## src/rtl/pc_sequencer.sv

```systemverilog
`default_nettype none
// ============================================================================
//  Module   : pc_sequencer
//  Purpose  : Next-PC unit. Owns the PC register, resolves J/JAL/JR and the
//             conditional branches from register operands, and keeps a
//             circular return-address stack that scores JR targets.
//  Revision : 1.0  initial release
// ============================================================================
module pc_sequencer #(
    parameter int                ADDR_W    = 32,
    parameter int                RAS_DEPTH = 4,
    parameter int                CNT_W     = 8,
    parameter logic [ADDR_W-1:0] RESET_PC  = '0
) (
    input  logic              clk,
    input  logic              reset,
    input  logic              stall,
    input  logic [5:0]        opcode,
    input  logic [4:0]        rt_field,
    input  logic [5:0]        func,
    input  logic [25:0]       target26,
    input  logic [15:0]       imm16,
    input  logic [ADDR_W-1:0] rs_data,
    input  logic [ADDR_W-1:0] rt_data,
    output logic [ADDR_W-1:0] pc,
    output logic [ADDR_W-1:0] link_addr,
    output logic              link_we,
    output logic              taken,
    output logic [ADDR_W-1:0] ras_top,
    output logic              ras_empty,
    output logic              ras_full,
    output logic              ras_hit,
    output logic [CNT_W-1:0]  miss_cnt
);

    localparam int c_PTR_W     = (RAS_DEPTH > 1) ? $clog2(RAS_DEPTH) : 1;
    localparam int c_CNT_RAS_W = $clog2(RAS_DEPTH + 1);
    localparam logic [c_PTR_W-1:0]     c_PTR_LAST   = c_PTR_W'(RAS_DEPTH - 1);
    localparam logic [c_CNT_RAS_W-1:0] c_COUNT_FULL = c_CNT_RAS_W'(RAS_DEPTH);

    logic [ADDR_W-1:0]      r_pc;
    logic [ADDR_W-1:0]      r_ras [RAS_DEPTH];
    logic [c_PTR_W-1:0]     r_ptr;
    logic [c_CNT_RAS_W-1:0] r_count;
    logic [CNT_W-1:0]       r_miss;

    logic [ADDR_W-1:0]  w_p4;
    logic [ADDR_W-1:0]  w_boff;
    logic [ADDR_W-1:0]  w_btarget;
    logic [ADDR_W-1:0]  w_jtarget;
    logic [ADDR_W-1:0]  w_next_pc;
    logic               w_taken;
    logic               w_is_j;
    logic               w_is_jal;
    logic               w_is_jr;
    logic               w_is_beq;
    logic               w_is_bne;
    logic               w_is_bgez;
    logic               w_is_bltz;
    logic [c_PTR_W-1:0] w_top_idx;
    logic [c_PTR_W-1:0] w_ptr_inc;
    logic               w_empty;
    logic               w_full;
    logic               w_hit;

    // Instruction decode
    assign w_is_j    = (opcode == 6'b000010);
    assign w_is_jal  = (opcode == 6'b000011);
    assign w_is_jr   = (opcode == 6'b000000) && (func == 6'b001000);
    assign w_is_beq  = (opcode == 6'b000100);
    assign w_is_bne  = (opcode == 6'b000101);
    assign w_is_bgez = (opcode == 6'b000001) && (rt_field == 5'b00001);
    assign w_is_bltz = (opcode == 6'b000001) && (rt_field == 5'b00000);

    // Sequential and branch targets; the word offset is sign-extended then scaled by 4
    assign w_p4      = r_pc + ADDR_W'(4);
    assign w_boff    = {{(ADDR_W-18){imm16[15]}}, imm16, 2'b00};
    assign w_btarget = w_p4 + w_boff;

    // Jump target keeps the upper PC region bits only when the PC is wider than 28 bits
    generate
        if (ADDR_W == 28) begin : g_jt_narrow
            assign w_jtarget = {target26, 2'b00};
        end else begin : g_jt_wide
            assign w_jtarget = {w_p4[ADDR_W-1:28], target26, 2'b00};
        end
    endgenerate

    // RAS status: top sits one slot behind the write pointer
    assign w_empty   = (r_count == '0);
    assign w_full    = (r_count == c_COUNT_FULL);
    assign w_top_idx = (r_ptr == '0) ? c_PTR_LAST : r_ptr - c_PTR_W'(1);
    assign w_ptr_inc = (r_ptr == c_PTR_LAST) ? '0 : r_ptr + c_PTR_W'(1);
    assign w_hit     = w_is_jr && !w_empty && (r_ras[w_top_idx] == rs_data);

    // Next-PC selection; anything undecoded falls through to pc+4
    always_comb begin
        w_next_pc = w_p4;
        w_taken   = 1'b0;
        if (w_is_j || w_is_jal) begin
            w_next_pc = w_jtarget;
            w_taken   = 1'b1;
        end else if (w_is_jr) begin
            w_next_pc = rs_data;
            w_taken   = 1'b1;
        end else if ((w_is_beq  && (rs_data == rt_data)) ||
                     (w_is_bne  && (rs_data != rt_data)) ||
                     (w_is_bgez && !rs_data[ADDR_W-1])   ||
                     (w_is_bltz &&  rs_data[ADDR_W-1])) begin
            w_next_pc = w_btarget;
            w_taken   = 1'b1;
        end
    end

    // PC register advances whenever the pipeline is not stalled
    always_ff @(posedge clk or posedge reset) begin
        if (reset) begin
            r_pc <= RESET_PC;
        end else if (!stall) begin
            r_pc <= w_next_pc;
        end
    end

    // Return-address stack: JAL pushes (overwriting oldest when full), JR pops if non-empty
    always_ff @(posedge clk or posedge reset) begin
        if (reset) begin
            r_ptr   <= '0;
            r_count <= '0;
            for (int i = 0; i < RAS_DEPTH; i++) begin
                r_ras[i] <= '0;
            end
        end else if (!stall) begin
            if (w_is_jal) begin
                r_ras[r_ptr] <= w_p4;
                r_ptr        <= w_ptr_inc;
                if (!w_full) begin
                    r_count <= r_count + c_CNT_RAS_W'(1);
                end
            end else if (w_is_jr && !w_empty) begin
                r_ptr   <= w_top_idx;
                r_count <= r_count - c_CNT_RAS_W'(1);
            end
        end
    end

    // Saturating count of JRs whose target disagreed with the RAS
    always_ff @(posedge clk or posedge reset) begin
        if (reset) begin
            r_miss <= '0;
        end else if (!stall && w_is_jr && !w_hit && (r_miss != '1)) begin
            r_miss <= r_miss + CNT_W'(1);
        end
    end

    assign pc        = r_pc;
    assign link_addr = w_p4;
    assign link_we   = w_is_jal && !stall;
    assign taken     = w_taken;
    assign ras_top   = w_empty ? '0 : r_ras[w_top_idx];
    assign ras_empty = w_empty;
    assign ras_full  = w_full;
    assign ras_hit   = w_hit;
    assign miss_cnt  = r_miss;

endmodule
`default_nettype wire
```

## config.mk

```make
export PLATFORM = sky130hd
export DESIGN_NAME = pc_sequencer
export DESIGN_NICKNAME = d
export VERILOG_FILES = /design/src/rtl/pc_sequencer.sv
export SDC_FILE = /design/constraint.sdc
export NUM_CORES = 1
export LEC_CHECK = 0
export BUFFER_PORTS_ARGS = -buffer_cell sky130_fd_sc_hd__buf_2
export CAP_MARGIN = 5
export CORE_AREA = 3 3 187 189
export DETAILED_ROUTE_END_ITERATION = 10
export DIE_AREA = 0 0 190 192
export GPL_TIMING_DRIVEN = 0
export REMOVE_ABC_BUFFERS = 1
export SYNTH_ARGS = -nofsm -noshare
export SYNTH_HDL_FRONTEND = slang
export SYNTH_SLANG_ARGS = --single-unit
```

## constraint.sdc

```tcl
create_clock -name clk -period 6 [get_ports clk]
set_clock_uncertainty 0.2 [all_clocks]
set_input_delay 0 -clock clk [delete_from_list [all_inputs] [get_ports clk]]
set_output_delay 0 -clock clk [all_outputs]
set_load 0.02 [all_outputs]
```

======== Word-level counts from Yosys, hierarchy flattened ========
Cells that the tools add are included.
word-level totals
  flip-flop bits (word level) ............. 173
  bits in latches ......................... 0
  memory bits (writable) .................. 0
  ROM bits ................................ 0
  bits of input ports ..................... 126
  output and inout port bits .............. 109
  logic and storage cells ................. 85
  memories ................................ 0
operators by class
  add/sub/neg operators ................... 7
  multiply operators ...................... 0
  divide/modulo/power cells ............... 0
  $lt $le $gt $ge ......................... 3
  eq/ne operators ......................... 14
  shifts and indexed selects .............. 0
  muxes and demuxes ....................... 20
  bitwise gates (word level) .............. 3
  reduce and logical (&&, ||, !) cells .... 30
operators by type and width
  kind                   count
  $mux 32                7
  $bwmux 128             1
  $bmux 32 s2            1
  $demux 32 s2           1
  $eq 32x32->1           2
  $add 32x3->32 const B  1
  $add 32x32->32         1
  $ne 32x32->1           1
  $logic_and 1x1->1      14
  $eq 6x2->1 const B     2
  $eq 6x3->1 const B     2
  $mux 3                 3
  $add 8x1->8 const B    1
  $mux 2                 4
  $ne 8x8->1 const B     1
  $eq 6x1->1 const B     1
  $eq 6x4->1 const B     1
  $ge 3x3->1 const B     2
  $logic_not 6->1        1
  $not 2->3              2
  $eq 5x1->1 const B     1
  $logic_not 5->1        1
  $logic_not 1->1        4
  $logic_or 1x1->1       4
  15 further kinds       18

======== Longest topological paths before layout ========
  word-level depth ........................ 11
  gate-level depth with buffers ........... 20
  gate-level depth less buffers ........... 19

======== Least setup slack after synthesis ========
Ideal clock, no wire load.
  kind .................................... register to register
  start point ............................. register r_pc[2], in the netlist pc[2]
  end point ............................... register r_pc[31], in the netlist pc[31]
  setup time .............................. 0.134 ns
  arrival ................................. 4.231 ns
  required time ........................... 5.666 ns
  path slack .............................. 1.435 ns
  stages on the path, launching flop included .. 21
  path buffers ............................ 1
  period minus slack after synthesis ...... 4.565 ns
  cell sequence ........................... dfrtp_1 ha_1 nand4_1 nor2_1 and3_1 nand3_1 nor2_1 nand2_1 xor2_1 inv_1 ha_1 clkbuf_1 a21o_1 a211o_1 nand3_1 o21ai_0 o31a_1 o21a_1 or4_1 a21oi_1 o31ai_1
between the ends
  cells in the longest elaborated chain, start to end .. 5
ends and longest elaborated chain
  element                 RTL line  RTL
  start, declared         41        logic [ADDR_W-1:0] r_pc;
  start signal, assigned  120       r_pc <= w_next_pc;
  $add 32x3->32           76        assign w_p4 = r_pc + ADDR_W'(4);
  via link_addr[24]       26        output logic [ADDR_W-1:0] link_addr,
  $add 32x32->32          78        assign w_btarget = w_p4 + w_boff;
  $mux 32                 106       end else if ((w_is_beq && (rs_data == rt_data)) ||
  $mux 32                 103       end else if (w_is_jr) begin
  $mux 32                 100       if (w_is_j || w_is_jal) begin
The timed path passes the listed nets, and every way through them passes these cells.
A chain may end at the register's enable or synchronous reset.

======== Final worst setup path ========
  start point ............................. register r_pc[2], in the netlist pc[2]
  end point ............................... register r_pc[23], in the netlist pc[23]
between the ends
  cells in the longest elaborated chain, start to end .. 5
ends and longest elaborated chain
  element            RTL line
  $add 32x3->32 (*)  76
  $add 32x32->32     78
  $mux 32 (*)        106
  $mux 32 (*)        103
  $mux 32 (*)        100
Every way passes the cells marked *; elsewhere a longest branch is shown, timed or not.

==> results.ini <==
[die]
die-area_mm2=0.0365
num_rows=67
die-height_um=192
initial_core_util_pct=32.9
core-area_mm2=0.0334
fp.dieW_um=190
io_pins=235

[critical_path]
worstPathRequired_ns=6.14
crit_path_end_kind=flop
crit_arrival_ns=5.74
crit_type=flop to flop
cp_max_fo=9
startpoint_type=flop

[timing]
slew_headroom_pct=7.88
rsz0062_at_grt=false
period_minus_slack_ns=5.60
setup_viol=0
fin_tns_setup_ns=0
worst_slew_pin_slew_ns=1.38
finalCritPeriodShare_pct=93.4
timing.final.max_slew_violations=0
hold_violations=0
fmax_mhz=179
setup_ws_ns=0.398

[logic_synthesis]
syn_inst=1189
synthFlopType=dfrtp_1
ys_types=64
synth.avg_cell_area_um2=9.26
ys_seq_area_share_pct=39.3
async_flop_share_pct=100
ys_warn_count=0
syn_area_mm2=0.0110
ys_ff_latch=173
synth_edf_count=0

[clock_network]
cts_tree=built
clock-sinks=173
clk_pin_slew_worst_paths_ns=0.07
clk_latency_ns=0.43
cts.htree.levels=4
cts_root_buf=clkbuf_16
cts.path.max_buffers=2
cts_buffers=17

[routing]
drcViolationCount=0
antenna_left=0
wl_per_cell_um=21.3
vias_per_cell=5.30
routed_wl_mm=40.9
drt_iter0_drc=720
vias=10200
drt_first_pass_iters=5

[global_routing]
grt.total_usage_pct=22.2
grt_max_degree=128
antenna_found_initial=1
grt_overflow_total=0
grt_pass1_vias=10100
grt_pass1_wl_mm=61.2

[placement]
io_buffers=234
dpl-instance-area_mm2=0.0128
dpl_worst_slack_ns=0.437
dp_hpwl_mm=30.4
gp_congestion=0.917

[final_layout]
final_util_pct=41.8
postLayoutCellArea_mm2=0.0140
final_common_cell=buf_2
finalNetCount=1626
drive_above_1_share_pct=23.6
final_cell_mix=234 x buf_2, 181 x nand2_1, 173 x dfrtp_1
syn2layout_area_growth_pct=26.9
nFillCells=3325
antenna_cells=0

[run]
drv_cap=0

[run_status]
outcome=completed

[power_and_ir_drop]
powerDensity_mw_per_mm2=339
p_leak_nw=6.43
worst_ir_drop_vdd_mv=0.176
p_total_mw=4.73

[min_path]
hp-class=input pin to flop

[per-stage QoR]
| stage | cells | hold WS (ns) |
|---|---|---|
| 3_3_place_gp | 1810 | 0.0607 |
| 4_1_cts | 1917 | 0.0253 |
| 6_report | 1917 | 0.0358 |
| 2_1_floorplan | 1128 | -0.115 |
| 3_5_place_dp | 1821 | -0.171 |
| 5_1_grt | 1917 | 0.109 |
[path summary, 6_finish.rpt]
check,cells after the start,start,slack (ns),to
max,19,pc[2]$_DFFE_PP0N_,0.40,pc[23]$_DFFE_PP0N_
min,6,imm16[8],0.04,pc[11]$_DFFE_PP0N_
max reg2reg,19,pc[2]$_DFFE_PP0N_,0.40,pc[23]$_DFFE_PP0N_
min reg2reg,2,r_ras[109]$_DFFE_PP0P_,0.28,r_ras[109]$_DFFE_PP0P_
max in group asynchronous,5,reset,4.08,r_ras[22]$_DFFE_PP0P_
min in group asynchronous,4,reset,0.53,miss_cnt[3]$_DFFE_PP0P_
[sequential cells by signal, summed over array words and instances (netlist names)]
name      flops
r_ras       128
pc           32
miss_cnt      8
r_count       3
r_ptr         2
[critical path: stages (launching register included)]
cell and delay [ns]:
dfrtp_1 0.57, ha_1 0.28, nand4_1 0.20, nor2_2 0.42
and3_1 0.31, nand2_1 0.11, xor2_2 0.28, inv_1 0.14
ha_1 0.41, a21o_1 0.23, a31oi_1 0.21, o221ai_1 0.14
a31oi_1 0.30, nand2_1 0.15, xnor2_1 0.14, mux2_2 0.26
a211oi_1 0.39, a21oi_1 0.07, dlygate4sd3_1 0.57, o21ai_0 0.14
[cell families after synthesis]
| group | after synthesis | synth area share, % |
|---|---|---|
| simple gates | 372 | 15.9 |
| compound gates | 306 | 16.6 |
| flops | 173 | 39.3 |
| xor+xnor | 128 | 10.2 |
| buf+inv | 112 | 4.11 |
| mux | 55 | 8.91 |
| fa+ha+maj | 43 | 5.02 |
[layer usage]
layer	track usage [%]	vias to the layer above	share of wire, %
li1	-	4744	-
met1	29.4	4959	44
met2	35.7	386	46
met3	4.29	71	6.6
met4	9.10	2	3.7
met5	0	-	0.032
[layout make-up]
type	instances	area [µm²]	area share (%)
Sequential cell	173	4330	31.0
Clock inverter	9	87.6	0.627
Inverter	51	199	1.42
Timing Repair Buffer	310	2040	14.6
Multi-Input combinational cell	904	6280	44.9
Clock buffer	22	474	3.39
Tap cell	448	561	4.01
[cells in the mapped netlist, types with 4 or more instances]
cell type  instances  area share, %
a211oi_1          17            1.2
a21o_1            12           0.82
a21oi_1           51            2.3
a221oi_1           4           0.32
a22o_1             7           0.56
a22oi_1            7           0.48
a31oi_1            7           0.40
and2_1            33            1.9
and3_1            13           0.74
buf_1              4           0.14
buf_2              5           0.23
clkbuf_1          47            1.6
dfrtp_1          173             39
ha_1              41            4.7
inv_1             50            1.7
mux2_2            20            2.0
mux4_2            32            6.5
nand2_1          185            6.3
nand2b_1           5           0.28
nand3_1           22            1.0
nand4_1           27            1.5
nor2_1            42            1.4
nor2b_1            5           0.28
nor3_1            13           0.59
nor4_1             8           0.45
nor4b_1            4           0.32
o211ai_1           6           0.41
o21a_1             6           0.41
o21ai_0          151            6.9
o22ai_1            4           0.23
o31ai_1            8           0.55
xnor2_1           81            6.4
xor2_1            47            3.7
[power breakdown]
| group | switching, mW | internal (mW) |
|---|---|---|
| Sequential | 0.154 | 1.32 |
| Clock | 0.476 | 0.603 |
| Combinational | 1.35 | 0.830 |
| Total | 1.98 | 2.75 |
[timing repair]
item	in CTS	in global routing
hold buffers	65	0
setup endpoints to repair	0	2
buffers inserted	0	0
hold endpoints to repair	206	0
resized for setup	0	2
Note: power is estimated with default switching activity, not from simulation.
